--- src/rtl/acfa_cfa_pkg.sv ---
// Shared CFA definitions: loop-count field defaults, expander state encoding and
// event-counter limits, common to the loop monitor and the verifier-side expander.
package acfa_cfa_pkg;

  localparam int ADDR_W   = 16;
  localparam int CTR_SIZE = 32;
  localparam int CTR_MIN  = 1;
  localparam int EVT_W    = 32;

  localparam logic [EVT_W-1:0] EVT_TOTAL_MAX = 32'hFFFF_FFFF;

  typedef enum logic {
    IDLE = 1'b0,
    EMIT = 1'b1
  } exp_state_t;

endpackage

--- src/rtl/loop_expander_if.sv ---
// Record-in / event-out handshake bundle between the CFLog reader, the loop
// expander and the path verifier.
interface loop_expander_if
  import acfa_cfa_pkg::*;
#(
  parameter int CTR_SIZE = acfa_cfa_pkg::CTR_SIZE
) ();

  logic                in_valid;
  logic                in_ready;
  logic [ADDR_W-1:0]   in_src;
  logic [ADDR_W-1:0]   in_dest;
  logic [CTR_SIZE-1:0] in_ctr;

  logic                out_valid;
  logic                out_ready;
  logic [ADDR_W-1:0]   out_src;
  logic [ADDR_W-1:0]   out_dest;
  logic                out_last;

  modport master (
    output in_valid, in_src, in_dest, in_ctr, out_ready,
    input  in_ready, out_valid, out_src, out_dest, out_last
  );

  modport slave (
    input  in_valid, in_src, in_dest, in_ctr, out_ready,
    output in_ready, out_valid, out_src, out_dest, out_last
  );

endinterface

--- src/rtl/loop_expander.sv ---
// Expands (src, dest, count) loop records into count branch events; first event one cycle
// after acceptance, one event/cycle; stalls on out_ready, takes the next record on the final handshake.
module loop_expander
  import acfa_cfa_pkg::*;
#(
  parameter int CTR_SIZE = acfa_cfa_pkg::CTR_SIZE,
  parameter int CTR_MIN  = acfa_cfa_pkg::CTR_MIN
) (
  input  logic             clk,
  input  logic             reset_n,
  loop_expander_if.slave   io,
  output logic             err_zero_ctr,
  output logic [EVT_W-1:0] evt_total
);

  typedef logic [CTR_SIZE:0] rem_t;

  localparam logic [CTR_SIZE-1:0] CTR_MIN_C = CTR_SIZE'(CTR_MIN);
  localparam rem_t                REM_ONE   = rem_t'(1);
  localparam rem_t                REM_TWO   = rem_t'(2);

  exp_state_t        state_q;
  rem_t              rem_q;
  logic [ADDR_W-1:0] src_q;
  logic [ADDR_W-1:0] dest_q;
  logic              out_valid_q;
  logic              out_last_q;
  logic              err_q;
  logic [EVT_W-1:0]  evt_total_q;

  logic              in_hs;
  logic              out_hs;
  logic              ctr_low;
  logic [CTR_SIZE-1:0] ctr_eff;
  rem_t              rec_events;

  // Extra MSB on rem keeps count - CTR_MIN + 1 from wrapping when CTR_MIN is 0.
  assign ctr_low    = (io.in_ctr < CTR_MIN_C);
  assign ctr_eff    = ctr_low ? CTR_MIN_C : io.in_ctr;
  assign rec_events = {1'b0, ctr_eff} - {1'b0, CTR_MIN_C} + REM_ONE;

  assign io.in_ready = (state_q == IDLE) | (out_last_q & io.out_ready);
  assign in_hs       = io.in_valid & io.in_ready;
  assign out_hs      = out_valid_q & io.out_ready;

  always_ff @(posedge clk or negedge reset_n) begin
    if (!reset_n) begin
      state_q     <= IDLE;
      rem_q       <= '0;
      src_q       <= '0;
      dest_q      <= '0;
      out_valid_q <= 1'b0;
      out_last_q  <= 1'b0;
      err_q       <= 1'b0;
      evt_total_q <= '0;
    end else begin
      if (out_hs && (evt_total_q != EVT_TOTAL_MAX)) begin
        evt_total_q <= evt_total_q + 1'b1;
      end

      // A new record can only be accepted in IDLE or on the final handshake,
      // so it always takes priority over the decrement path.
      if (in_hs) begin
        state_q     <= EMIT;
        src_q       <= io.in_src;
        dest_q      <= io.in_dest;
        rem_q       <= rec_events;
        out_valid_q <= 1'b1;
        out_last_q  <= (rec_events == REM_ONE);
        if (ctr_low) begin
          err_q <= 1'b1;
        end
      end else if (out_hs) begin
        if (out_last_q) begin
          state_q     <= IDLE;
          rem_q       <= '0;
          out_valid_q <= 1'b0;
          out_last_q  <= 1'b0;
        end else begin
          rem_q      <= rem_q - REM_ONE;
          out_last_q <= (rem_q == REM_TWO);
        end
      end
    end
  end

  assign io.out_valid = out_valid_q;
  assign io.out_src   = src_q;
  assign io.out_dest  = dest_q;
  assign io.out_last  = out_last_q;
  assign err_zero_ctr = err_q;
  assign evt_total    = evt_total_q;

endmodule

--- src/flat_wrapper.sv ---
// flat-port wrapper written by rule: the top's interface ports become plain ports
module loop_expander_flat import acfa_cfa_pkg::*;
#(
  parameter int CTR_SIZE = acfa_cfa_pkg::CTR_SIZE,
  parameter int CTR_MIN  = acfa_cfa_pkg::CTR_MIN
)
  (clk, reset_n, err_zero_ctr, evt_total, io_in_valid, io_in_src, io_in_dest, io_in_ctr, io_out_ready, io_in_ready, io_out_valid, io_out_src, io_out_dest, io_out_last);
  loop_expander_if #(.CTR_SIZE(CTR_SIZE)) io_i ();
  input  logic clk;
  input  logic reset_n;
  output logic err_zero_ctr;
  output logic [EVT_W-1:0] evt_total;
  input wire logic [$bits(io_i.in_valid)-1:0] io_in_valid;
  input wire logic [$bits(io_i.in_src)-1:0] io_in_src;
  input wire logic [$bits(io_i.in_dest)-1:0] io_in_dest;
  input wire logic [$bits(io_i.in_ctr)-1:0] io_in_ctr;
  input wire logic [$bits(io_i.out_ready)-1:0] io_out_ready;
  output wire logic [$bits(io_i.in_ready)-1:0] io_in_ready;
  output wire logic [$bits(io_i.out_valid)-1:0] io_out_valid;
  output wire logic [$bits(io_i.out_src)-1:0] io_out_src;
  output wire logic [$bits(io_i.out_dest)-1:0] io_out_dest;
  output wire logic [$bits(io_i.out_last)-1:0] io_out_last;
  assign io_i.in_valid = io_in_valid;
  assign io_i.in_src = io_in_src;
  assign io_i.in_dest = io_in_dest;
  assign io_i.in_ctr = io_in_ctr;
  assign io_i.out_ready = io_out_ready;
  assign io_in_ready = io_i.in_ready;
  assign io_out_valid = io_i.out_valid;
  assign io_out_src = io_i.out_src;
  assign io_out_dest = io_i.out_dest;
  assign io_out_last = io_i.out_last;
  loop_expander #(.CTR_SIZE(CTR_SIZE), .CTR_MIN(CTR_MIN)) u_core (.clk(clk), .reset_n(reset_n), .io(io_i), .err_zero_ctr(err_zero_ctr), .evt_total(evt_total));
endmodule
--- config.mk ---
export PLATFORM = sky130hd
export DESIGN_NAME = loop_expander_flat
export DESIGN_NICKNAME = d
export VERILOG_FILES = /design/src/rtl/acfa_cfa_pkg.sv /design/src/rtl/loop_expander_if.sv /design/src/rtl/loop_expander.sv /design/src/flat_wrapper.sv
export SDC_FILE = /design/constraint.sdc
export NUM_CORES = 1
export LEC_CHECK = 0
export ABC_AREA = 1
export CAP_MARGIN = 10
export CORE_ASPECT_RATIO = 0.75
export CORE_UTILIZATION = 44
export CTS_BUF_LIST = sky130_fd_sc_hd__clkbuf_8
export DETAILED_ROUTE_END_ITERATION = 12
export PLACE_DENSITY = 0.77
export SETUP_SLACK_MARGIN = 0.3
export SLEW_MARGIN = 30
export SYNTH_ARGS = -nofsm -noshare
export SYNTH_HDL_FRONTEND = slang
export SYNTH_SLANG_ARGS = --single-unit
export TNS_END_PERCENT = 1
--- constraint.sdc ---
create_clock -name clk -period 1.6 [get_ports clk]
set_input_delay 0.16 -clock clk [delete_from_list [all_inputs] [get_ports clk]]
set_output_delay 0.16 -clock clk [all_outputs]
set_load 0.1 [all_outputs]
==> impl_metrics.py <==
metrics = {
    "synth": {
        "synth_largest_area_cell": "dfrtp_1",
        "synth_seq_cells": 100,
        "synth-simple-area-share_pct": 41.7,
        "ys_async_sr_fraction_pct": 100,
        "yosys-top-cells-count": "356 x nand2_1, 137 x nor2_1, 100 x dfrtp_1",
        "synth_area_leaders": "dfrtp_1 42%, nand2_1 23%, nor2_1 8.7%",
        "synth_mux_area_share_pct": 0,
        "synth_compound_area_share_pct": 6.01,
        "synthesis.area_sq_um": 5930,
        "syn_inst": 876,
        "yosys_warnings": 0,
        "synth-main-ff-cell": "dfrtp_1",
        "yosysSeqAreaShare_pct": 42.2,
        "syn_nets": 947,
        "synth_xor_area_share_pct": 2.66,
        "synth_top_area_share_pct": 42.2,
        "yosysMostFrequentCell": "nand2_1",
        "synth.distinct_cells": 35,
        "synth-edff-count": 0,
        "synth_top_family_by_area": "simple AND/OR/NAND/NOR gates",
        "synth_fa_ha_area_share_pct": 0.633,
        "postSynthAreaPerCell_sq_um": 6.77,
    },
    "cts": {
        "cts_root_buf": "clkbuf_8",
        "cts_inserted_buffers": 9,
        "cts.sinks": 100,
        "cts_htree_levels": 3,
        "clk_pin_slew_ps": 100,
        "cts_tree": "built",
        "worstSkewPairLatency_ps": 380,
        "cts_buffer_depth": 2,
    },
    "sta": {
        "setup_viol": 27,
        "max_freq_ghz": 0.582,
        "slew_viol_final": 0,
        "fin_ws_ps": -119,
        "tightestPinTransition_ps": 329,
        "post-route-period-util_pct": 107,
        "finalHoldViolCount": 0,
        "fin_skew_ps": 7.43,
        "period_minus_slack_ps": 1720,
        "final.setup.tns_ps": -1420,
        "rsz0062_at_grt": "yes",
        "slew_headroom_pct": 77.9,
    },
    "worst_setup_path": {
        "r2r-start": "u_core.evt_total[23]",
        "crit_type": "flip-flop to flip-flop",
        "worst_r2r_endpoint": "u_core.evt_total[13]",
        "arrival_ps": 1990,
        "critPathMaxStageDelay_ps": 420,
        "crit_chain": "nand2_1, nor3_1, nand2_1, nor2_4, a21oi_4, buf_12, buf_16, nand2_1, nand2_1",
        "cp_common_cell": "nand2_1",
        "r2r_slack_ps": -120,
        "crit_required_ps": 1870,
        "worstSetupStartpointType": "flip-flop",
        "slowest_stage": "dfrtp_2",
        "rr_worst_depth": 9,
        "cp_max_fo": 14,
        "endpoint_kind": "flip-flop",
    },
    "route": {
        "first_pass_iters": 5,
        "wire_per_inst_um": 15.8,
        "wl_um": 20500,
        "via_per_inst": 5.29,
        "ant_nets": 0,
        "via_count": 6846,
        "drc": 0,
        "drt_iter0_drc": 578,
    },
    "cells_and_area": {
        "multiInputGateArea_sq_um": 3620,
        "fin_nets": 1189,
        "final_layout_size_suffix_gt1_share_pct": 33.4,
        "diodes": 0,
        "fillerInstances": 875,
        "finalNonFillerCells": 1294,
        "area_growth_pct": 70.3,
        "regArea_sq_um": 2570,
        "utilization_pct": 77.3,
    },
    "grt": {
        "grt_remaining_overflow": 0,
        "grt_first_pass_wirelength_um": 31700,
        "grt_use_total_pct": 29.4,
        "first_global_vias": 6480,
        "grt_max_degree": 44,
        "antenna_found_initial": 0,
    },
    "pwr": {
        "seqPwrFrac_pct": 24.0,
        "cellPowerDensity_nw_per_um2": 1960,
        "internal-power_uw": 9240,
        "p_clk_share_pct": 8.1,
        "p_comb_share_pct": 67.9,
        "power.switching_uw": 10600,
        "ir_worst_vdd_v": 0.00164,
        "power_leakage_uw": 0.00461,
        "p_sw_share_pct": 53.3,
    },
    "placement": {
        "dp_hpwl_um": 14600,
        "dp.cells": 1274,
        "place_congestion": 0.967,
        "numPortBuffers": 135,
    },
    "die": {
        "start_util_pct": 45.4,
        "dieArea_sq_um": 13900,
        "pin_count": 136,
        "die_height_um": 103,
        "fp-row-count": 36,
        "fp.coreArea_sq_um": 13100,
        "die_w_um": 136,
    },
    "job": {
        "maxCapViolCount": 0,
    },
    "run_status": {
        "status": "complete, but fails checks",
        "violations": "negative setup slack",
    },
    "hold_path": {
        "hp-class": "primary input to async pin",
    },
}
-- worst max path at each step --
| stage | startpoint | to | slack (ps) | depth (start not counted) |
|---|---|---|---|---|
| 2_1_floorplan | u_core.evt_total[0] | u_core.evt_total[19] | -250 | 10 |
| 3_3_place_gp | io_out_ready | u_core.rem_q[7] | -200 | 10 |
| 3_5_place_dp | io_out_ready | u_core.rem_q[6] | -250 | 10 |
| 4_1_cts | u_core.evt_total[1] | u_core.evt_total[27] | -50 | 10 |
| 5_1_grt | u_core.evt_total[21] | u_core.evt_total[27] | -220 | 8 |
| 6_report | u_core.evt_total[23] | u_core.evt_total[13] | -120 | 9 |
-- layer usage --
| layer | track usage (%) | up-vias | part of all wire [%] |
|---|---|---|---|
| li1 | - | 3255 | - |
| met1 | 39.9 | 3187 | 42 |
| met2 | 45.1 | 368 | 45 |
| met3 | 10.2 | 36 | 11 |
| met4 | 7.26 | 0 | 1.8 |
| met5 | 0 | - | 0 |
-- sequential cells by signal, indices dropped and copies added, names as in the netlist --
| register | cells |
|---|---|
| u_core.rem_q | 33 |
| u_core.evt_total | 32 |
| u_core.err_zero_ctr | 1 |
| u_core.io.out_dest | 16 |
| u_core.io.out_src | 16 |
| u_core.io.out_valid | 1 |
| u_core.io.out_last | 1 |
-- cells by family (layout without fill, tap and decap cells) --
logic type      Yosys count  after routing
simple gates            599            599
flops                   100            100
buf+inv                  95            342
xor+xnor                 18             18
fa+ha+maj                 3              3
compound gates           61             61
-- layout make-up --
class | count | share of cell area, %
clock buffers | 9 | 1.23
inverters | 72 | 2.78
well taps | 171 | 2.12
repair buffers | 254 | 31.9
multi-input cells | 681 | 35.9
clock inverters | 7 | 0.607
flip-flops and latches | 100 | 25.5
-- power by group through the flow --
stage,clock (uW),sequential [uW],combinational (uW)
global route,1740,4860,14100
detailed placement,0,4620,12100
floorplan,0,8520,3050
global placement,0,4600,12000
CTS,1640,4650,12700
finish,1610,4750,13400
-- timing repair --
item                                    4_1_cts  5_1_grt
gates cloned                                  1        0
hold buffers                                  1        0
endpoints found under the setup margin      115      129
pin swaps                                    22       82
hold endpoints to repair                    100        0
gates resized for setup                      89      140
setup buffers                                 2        0
-- critical path, delay by kind of cell (launching register included) --
| family | cells | cell delay, ps |
|---|---|---|
| flops | 1 | 420 |
| simple gates | 6 | 820 |
| buf+inv | 2 | 280 |
| compound gates | 1 | 100 |
-- metrics by stage --
stage / setup slack, ps / power, uW / hold slack (ps) / area (sq um)
final: -119 / 19800 / 145 / 10100
after global routing: -216 / 20800 / 166 / 10100
after CTS: -47.6 / 19000 / 143 / 9630
after detailed placement: -252 / 16800 / 3.14 / 9070
after global placement: -204 / 16600 / 2.73 / 9070
after floorplan: -253 / 11600 / -136 / 6020
-- cell usage in the layout, fill, tap and decap left out, types with 3 or more instances in the layout --
cell type,instances
nand2_1,293
nor2_1,108
buf_12,76
buf_4,69
inv_1,66
clkdlybuf4s50_1,66
dfrtp_1,60
nand3_1,43
nand2_2,39
buf_6,38
dfrtp_2,32
nand4_1,27
nand2_4,25
o21ai_0,22
nor2_2,19
nor2_4,14
xor2_1,13
clkbuf_8,9
o21ai_1,8
dfrtp_4,8
nor3_2,7
nand3b_1,7
inv_2,5
o21bai_1,5
nand3_2,5
o211ai_1,5
a21oi_1,5
nor3_1,5
xnor2_1,5
inv_8,3
o221ai_1,3
o22ai_2,3
Power figures use the tool's default switching activity.
